## src/rtl/iopmp_check_arbiter.sv

```systemverilog
// rtl/iopmp_check_arbiter.sv - round-robin arbiter sharing one IOPMP checker among request channels
module iopmp_check_arbiter #(
    parameter int NumChan       = 2,
    parameter int AddrWidth     = 34,
    parameter int RridWidth     = 8,
    parameter int TimeoutCycles = 255
) (
    input  logic                         clk,
    input  logic                         rst,
    input  logic [NumChan-1:0]           req_valid_i,
    output logic [NumChan-1:0]           req_ready_o,
    input  logic [NumChan*AddrWidth-1:0] req_addr_i,
    input  logic [NumChan*2-1:0]         req_access_i,
    output logic [NumChan-1:0]           rsp_valid_o,
    output logic                         rsp_denied_o,
    output logic                         rsp_timeout_o,
    input  logic [NumChan-1:0]           rsp_ack_i,
    output logic                         chk_valid_o,
    output logic [AddrWidth-1:0]         chk_addr_o,
    output logic [1:0]                   chk_access_o,
    output logic [RridWidth-1:0]         chk_rrid_o,
    input  logic                         chk_done_i,
    input  logic                         chk_denied_i,
    output logic                         busy_o
);
    localparam int IdxW = (NumChan > 1) ? $clog2(NumChan) : 1;
    localparam int CntW = (TimeoutCycles > 1) ? $clog2(TimeoutCycles) : 1;
    localparam logic [CntW-1:0] CntLast = CntW'(TimeoutCycles - 1);

    typedef enum logic [1:0] {IDLE, ISSUE, WAIT, RESP} state_t;

    state_t                state_q, state_d;
    logic [IdxW-1:0]       rr_ptr_q, grant_q, grant_next;
    logic [CntW-1:0]       cnt_q;
    logic                  denied_q, timeout_q;

    logic [NumChan-1:0]    req_rot;
    logic                  arb_found;
    logic [IdxW-1:0]       arb_off, arb_idx;
    logic [IdxW:0]         arb_sum;
    logic [AddrWidth-1:0]  addr_sel;
    logic [1:0]            acc_sel;
    logic                  ack_hit, timeout_hit;

    // Rotating the request vector by rr_ptr makes the lowest set bit the round-robin winner.
    assign req_rot = NumChan'({req_valid_i, req_valid_i} >> rr_ptr_q);

    always_comb begin
        arb_found = 1'b0;
        arb_off   = '0;
        for (int i = NumChan - 1; i >= 0; i--) begin
            if (req_rot[i]) begin
                arb_found = 1'b1;
                arb_off   = IdxW'(i);
            end
        end
        arb_sum = {1'b0, rr_ptr_q} + {1'b0, arb_off};
        arb_idx = (arb_sum >= (IdxW+1)'(NumChan)) ? IdxW'(arb_sum - (IdxW+1)'(NumChan))
                                                 : IdxW'(arb_sum);
    end

    always_comb begin
        addr_sel = '0;
        acc_sel  = '0;
        for (int c = 0; c < NumChan; c++) begin
            if (arb_idx == IdxW'(c)) begin
                addr_sel = req_addr_i[c*AddrWidth +: AddrWidth];
                acc_sel  = req_access_i[c*2 +: 2];
            end
        end
    end

    assign grant_next  = (grant_q == IdxW'(NumChan - 1)) ? '0 : grant_q + 1'b1;
    assign timeout_hit = (cnt_q == CntLast);
    assign ack_hit     = |(rsp_ack_i & rsp_valid_o);

    always_ff @(posedge clk) begin
        if (rst) begin
            state_q <= IDLE;
        end else begin
            state_q <= state_d;
        end
    end

    always_comb begin
        state_d       = state_q;
        req_ready_o   = '0;
        rsp_valid_o   = '0;
        rsp_denied_o  = 1'b0;
        rsp_timeout_o = 1'b0;
        chk_valid_o   = 1'b0;
        busy_o        = (state_q != IDLE);
        case (state_q)
            IDLE: begin
                if (arb_found) begin
                    req_ready_o = NumChan'(1) << arb_idx;
                    state_d     = ISSUE;
                end
            end
            ISSUE: begin
                chk_valid_o = 1'b1;
                state_d     = WAIT;
            end
            WAIT: begin
                if (chk_done_i || timeout_hit) begin
                    state_d = RESP;
                end
            end
            RESP: begin
                rsp_valid_o   = NumChan'(1) << grant_q;
                rsp_denied_o  = denied_q;
                rsp_timeout_o = timeout_q;
                if (ack_hit) begin
                    state_d = IDLE;
                end
            end
            default: state_d = IDLE;
        endcase
    end

    always_ff @(posedge clk) begin
        if (rst) begin
            rr_ptr_q     <= '0;
            grant_q      <= '0;
            cnt_q        <= '0;
            denied_q     <= 1'b0;
            timeout_q    <= 1'b0;
            chk_addr_o   <= '0;
            chk_access_o <= '0;
            chk_rrid_o   <= '0;
        end else begin
            case (state_q)
                IDLE: begin
                    if (arb_found) begin
                        grant_q      <= arb_idx;
                        chk_addr_o   <= addr_sel;
                        chk_access_o <= acc_sel;
                        chk_rrid_o   <= RridWidth'(arb_idx);
                    end
                end
                ISSUE: cnt_q <= '0;
                WAIT: begin
                    cnt_q <= cnt_q + 1'b1;
                    // A result arriving on the final cycle takes priority over the timeout.
                    if (chk_done_i) begin
                        denied_q  <= chk_denied_i;
                        timeout_q <= 1'b0;
                    end else if (timeout_hit) begin
                        denied_q  <= 1'b1;
                        timeout_q <= 1'b1;
                    end
                end
                RESP: begin
                    if (ack_hit) begin
                        rr_ptr_q <= grant_next;
                    end
                end
                default: ;
            endcase
        end
    end
endmodule

```

## config.mk

```make
export PLATFORM = sky130hd
export DESIGN_NAME = iopmp_check_arbiter
export DESIGN_NICKNAME = d
export VERILOG_FILES = /design/src/rtl/iopmp_check_arbiter.sv
export SDC_FILE = /design/constraint.sdc
export NUM_CORES = 1
export LEC_CHECK = 0
export BUFFER_PORTS_ARGS = -buffer_cell sky130_fd_sc_hd__buf_2
export CAP_MARGIN = 20
export CORE_MARGIN = 1
export CORE_UTILIZATION = 25
export CTS_CLUSTER_DIAMETER = 30
export CTS_CLUSTER_SIZE = 24
export DETAILED_ROUTE_END_ITERATION = 8
export HOLD_SLACK_MARGIN = 0.08
export PLACE_DENSITY = 0.47
export RECOVER_POWER = 100
export SYNTH_ARGS = -nofsm -noshare
export SYNTH_HDL_FRONTEND = slang
export SYNTH_SLANG_ARGS = --single-unit
```

## constraint.sdc

```tcl
create_clock -name clk -period 1.95 [get_ports clk]
set_clock_uncertainty 0.05 [all_clocks]
set_input_delay 0 -clock clk [delete_from_list [all_inputs] [get_ports clk]]
set_output_delay 0 -clock clk [all_outputs]
set_load 0.03 [all_outputs]
```

==> out/qor.json <==
{
  "outcome": {"value": "completed"},
  "clk_root_buffer_cell": {"value": "sky130_fd_sc_hd__clkbuf_8"},
  "pwr-share-seq": {"value": 0.307},
  "critical-path-slowest-cell": {"value": "sky130_fd_sc_hd__dlygate4sd3_1"},
  "grt-ovfl-total": {"value": 0},
  "synth_sequential_area_ratio": {"value": 0.414},
  "cap_viol_max_count": {"value": 0},
  "place_congestion": {"value": 0.747},
  "first_pass_iteration_count_of_the_detailed_router": {"value": 4},
  "power_density": {"value": 1260, "unit": "nW/um2"},
  "final_min_period_over_clock_period": {"value": 0.959},
  "postSynthAreaPerCell": {"value": 9.27, "unit": "um2"},
  "achievable-frequency": {"value": 0.535, "unit": "GHz"},
  "timing.reg2reg.worst_path_depth": {"value": 4},
  "critPathRequiredTime": {"value": 2120, "unit": "ps"},
  "finalCriticalPeriod": {"value": 1870, "unit": "ps"},
  "groute.layer.met1.usage": {"value": 0.155},
  "seq_area": {"value": 1000, "unit": "um2"},
  "num_rows": {"value": 35},
  "die_h": {"value": 100, "unit": "um"},
  "drt_wl_total": {"value": 7740, "unit": "um"},
  "grt_use_met3": {"value": 0.0313},
  "rr_endpoint": {"value": "chk_addr_o[30]"},
  "min_delay_path_depth": {"value": 5},
  "buffer_ports.inserted": {"value": 124},
  "detailedPlacementHpwl": {"value": 4240, "unit": "um"},
  "cts_inserted_buffers": {"value": 5},
  "multi_input_comb_area": {"value": 1250, "unit": "um2"},
  "cts.path.max_buffers": {"value": 2},
  "cts.reportedPaths.clkPinSlew": {"value": 90, "unit": "ps"},
  "initialDrtViolationCount": {"value": 46},
  "design_power_total": {"value": 0.00502, "unit": "W"},
  "clock_latency": {"value": 310, "unit": "ps"},
  "antenna_cells": {"value": 0},
  "cts_tree": {"value": "built"},
  "vdd_drop_max": {"value": 417, "unit": "uV"},
  "post_drt_via_cell_ratio": {"value": 4.38},
  "report.final.setup_viol": {"value": 0},
  "design.core.area": {"value": 9330, "unit": "um2"},
  "grt_first_pass_wirelength": {"value": 10600, "unit": "um"},
  "switching_share": {"value": 0.465},
  "final_layout_size_suffix_gt1_frac": {"value": 0.218},
  "unrepaired_setup_endpoints_after_global_routing": {"value": "false"},
  "synthesis.instances": {"value": 261},
  "first_global_vias": {"value": 2341},
  "p_leak": {"value": 1.68, "unit": "nW"},
  "floorplan.initialDensity": {"value": 0.259},
  "grt_use_total": {"value": 0.136},
  "number_of_endpoints_with_negative_hold_slack_in_the_final_report": {"value": 0},
  "fillCellCount": {"value": 928},
  "maximum_number_of_pins_on_one_net_before_global_route_repair": {"value": 75},
  "switching_power": {"value": 0.00233, "unit": "W"},
  "final.setup.tns": {"value": 0, "unit": "ps"},
  "critical_path.startpoint_type": {"value": "flip-flop"},
  "numPlacedInstances": {"value": 498},
  "die_w": {"value": 100, "unit": "um"},
  "grt_antenna_before_repair": {"value": 0},
  "share_comb_of_total_power": {"value": 0.545},
  "count_of_pins_over_their_slew_limit": {"value": 0},
  "area_growth_synth_to_finish": {"value": 64.7, "unit": "%"},
  "num_io_pins": {"value": 132},
  "setup_ws": {"value": 79.8, "unit": "ps"},
  "worst-setup-path-type": {"value": "reg -> reg"},
  "numClockSinks": {"value": 50},
  "grt.busiest_layer": {"value": "met2"},
  "num_vias": {"value": 2576},
  "h_tree_depth": {"value": 2},
  "end_kind": {"value": "flip-flop"},
  "ant_nets": {"value": 0},
  "r2r_setup_slack": {"value": 80, "unit": "ps"},
  "hold_start": {"value": "rsp_ack_i[0]"},
  "timing.critical_path.arrival": {"value": 2040, "unit": "ps"},
  "detail_route.drc_violations": {"value": 0},
  "hold_path_class": {"value": "in -> reg"},
  "pre_cts_slack": {"value": 240, "unit": "ps"},
  "post_synth_instance_area": {"value": 2420, "unit": "um2"},
  "final_nets": {"value": 544},
  "holdPathEnd": {"value": "state_q[0]"},
  "post_drt_wl_per_cell": {"value": 13.2, "unit": "um"},
  "die-area": {"value": 10100, "unit": "um2"},
  "grt_use_met2": {"value": 0.243},
  "worst_path_largest_cell_delay": {"value": 570, "unit": "ps"},
  "critical_path_peak_fanout": {"value": 7},
  "synth-seq-cells": {"value": 50},
  "internal-power": {"value": 0.00268, "unit": "W"},
  "crit_path_cell_trace": {"value": "maj3_2 > mux2i_1 > dlygate4sd3_1 > a211oi_1"},
  "crit-reg2reg-launch": {"value": "rr_ptr_q"},
  "hold_ws": {"value": 116, "unit": "ps"},
  "fin_cells": {"value": 588},
  "clockPowerShare": {"value": 0.147},
  "synth_cell_type_count": {"value": 30},
  "yosysWarningCount": {"value": 0}
}
==> worst max-delay path by stage <==
| stage | from | to | cells past startpoint | slack, ps |
|---|---|---|---|---|
| final | rr_ptr_q | chk_addr_o[30] | 4 | 80 |
| after global routing | rr_ptr_q | chk_addr_o[25] | 4 | 20 |
| after CTS | rr_ptr_q | chk_addr_o[25] | 4 | 10 |
| after detailed placement | state_q[0] | cnt_q[7] | 5 | 240 |
| after global placement | state_q[0] | cnt_q[5] | 5 | 320 |
| after floorplan | state_q[0] | chk_access_o[0] | 7 | 310 |
==> kinds of logic (layout without fill, tap and decap cells) <==
logic type	after synthesis	count (layout)	share of synthesized area
buffers and inverters	35	226	0.0910
xor gates and xnor gates	4	4	0.0145
DFF	50	50	0.414
adders and majority gates	7	8	0.0367
muxes	39	39	0.161
and+or+nand+nor	73	73	0.128
AOI/OAI and AO/OA	52	52	0.153
other	1	7	0.00155
==> cell usage in the layout (no fill, tap or decap), types with 2 or more instances in the layout <==
cell	Yosys	routed
sky130_fd_sc_hd__or3_1	2	2
sky130_fd_sc_hd__ha_1	6	6
sky130_fd_sc_hd__a21oi_1	6	6
sky130_fd_sc_hd__dfxtp_1	50	49
sky130_fd_sc_hd__nand2b_1	2	2
sky130_fd_sc_hd__nand2_1	7	7
sky130_fd_sc_hd__and2_1	4	4
sky130_fd_sc_hd__nand4_1	4	4
sky130_fd_sc_hd__a211oi_2	0	3
sky130_fd_sc_hd__clkbuf_8	0	5
sky130_fd_sc_hd__mux2i_1	39	39
sky130_fd_sc_hd__buf_12	3	3
sky130_fd_sc_hd__dlygate4sd3_1	0	77
sky130_fd_sc_hd__conb_1	1	7
sky130_fd_sc_hd__buf_2	4	80
sky130_fd_sc_hd__a211oi_1	38	35
sky130_fd_sc_hd__inv_1	9	9
sky130_fd_sc_hd__xor2_1	4	4
sky130_fd_sc_hd__clkbuf_1	7	47
sky130_fd_sc_hd__nor2_1	51	50
sky130_fd_sc_hd__o21ai_0	3	3
==> worst max-delay path, delay by kind of cell, from the launching register on <==
family	cells	cell delay, ps
adder cells (fa/ha/maj)	1	430
AO/OA/AOI/OAI	1	220
multiplexers	1	150
buffers and inverters	1	570
flip-flops	1	370
==> flip-flops by register name (all words and copies together), names as in the netlist <==
| signal | count |
|---|---|
| chk_access_o | 2 |
| chk_addr_o | 34 |
| chk_rrid_o | 1 |
| cnt_q | 8 |
| denied_q | 1 |
| rr_ptr_q | 1 |
| state_q | 2 |
| timeout_q | 1 |
==> what timing repair did <==
action                     CTS  global route
hold endpoints to repair    43             0
hold buffers                77             0
setup endpoints to repair    0            13
buffers inserted             0             2
resized for setup            0             4
==> final cells by class <==
type                       instances  area share
timing repair buffer             209       0.357
multi-input combinational        183       0.315
sequential                        50       0.251
tap                              129      0.0405
clock buffer                       6      0.0182
clock inverter                     2     0.00942
inverter                           9     0.00847
==> through the flow <==
| step | instance area (um2) | util |
|---|---|---|
| CTS | 3990 | 0.428 |
| detailed placement | 3110 | 0.334 |
| global route | 3990 | 0.427 |
| floorplan | 2440 | - |
| finish | 3990 | 0.427 |
| global placement | 3110 | 0.334 |
==> routing by layer <==
layer  share of wire  vias to the layer above  wire length, um
li1                -                     1295                -
met1            0.44                     1185             3370
met2            0.50                       88             3890
met3           0.046                        8              357
met4           0.016                        0              120
met5               0                        -                0
==> Yosys cell counts <==
cell type / instances / share of area
sky130_fd_sc_hd__nor2_1: 51 / 0.079
sky130_fd_sc_hd__dfxtp_1: 50 / 0.41
sky130_fd_sc_hd__mux2i_1: 39 / 0.16
sky130_fd_sc_hd__a211oi_1: 38 / 0.12
sky130_fd_sc_hd__buf_4: 9 / 0.028
sky130_fd_sc_hd__inv_1: 9 / 0.014
sky130_fd_sc_hd__clkbuf_1: 7 / 0.011
sky130_fd_sc_hd__nand2_1: 7 / 0.011
sky130_fd_sc_hd__a21oi_1: 6 / 0.012
sky130_fd_sc_hd__ha_1: 6 / 0.031
sky130_fd_sc_hd__and2_1: 4 / 0.010
sky130_fd_sc_hd__buf_2: 4 / 0.0083
sky130_fd_sc_hd__nand4_1: 4 / 0.010
sky130_fd_sc_hd__xor2_1: 4 / 0.014
sky130_fd_sc_hd__buf_12: 3 / 0.025
sky130_fd_sc_hd__o21ai_0: 3 / 0.0062
sky130_fd_sc_hd__buf_1: 2 / 0.0031
sky130_fd_sc_hd__nand2b_1: 2 / 0.0052
sky130_fd_sc_hd__or3_1: 2 / 0.0052
sky130_fd_sc_hd__a21o_1: 1 / 0.0031
sky130_fd_sc_hd__a221oi_1: 1 / 0.0036
sky130_fd_sc_hd__a31oi_1: 1 / 0.0026
sky130_fd_sc_hd__and3_1: 1 / 0.0026
sky130_fd_sc_hd__clkbuf_2: 1 / 0.0021
sky130_fd_sc_hd__conb_1: 1 / 0.0015
sky130_fd_sc_hd__maj3_4: 1 / 0.0057
sky130_fd_sc_hd__nand3_1: 1 / 0.0021
sky130_fd_sc_hd__nor2b_1: 1 / 0.0026
sky130_fd_sc_hd__o21a_1: 1 / 0.0031
sky130_fd_sc_hd__o311a_1: 1 / 0.0041
==> power groups by stage <==
stage | logic [W] | clock network, W | registers, W
6_report | 0.00274 | 0.000739 | 0.00154
5_1_grt | 0.00297 | 0.000823 | 0.00159
4_1_cts | 0.00269 | 0.000778 | 0.00153
3_5_place_dp | 0.00250 | 0 | 0.00155
3_3_place_gp | 0.00249 | 0 | 0.00154
2_1_floorplan | 0.00135 | 0 | 0.00209
(Power assumes the default switching activity.)
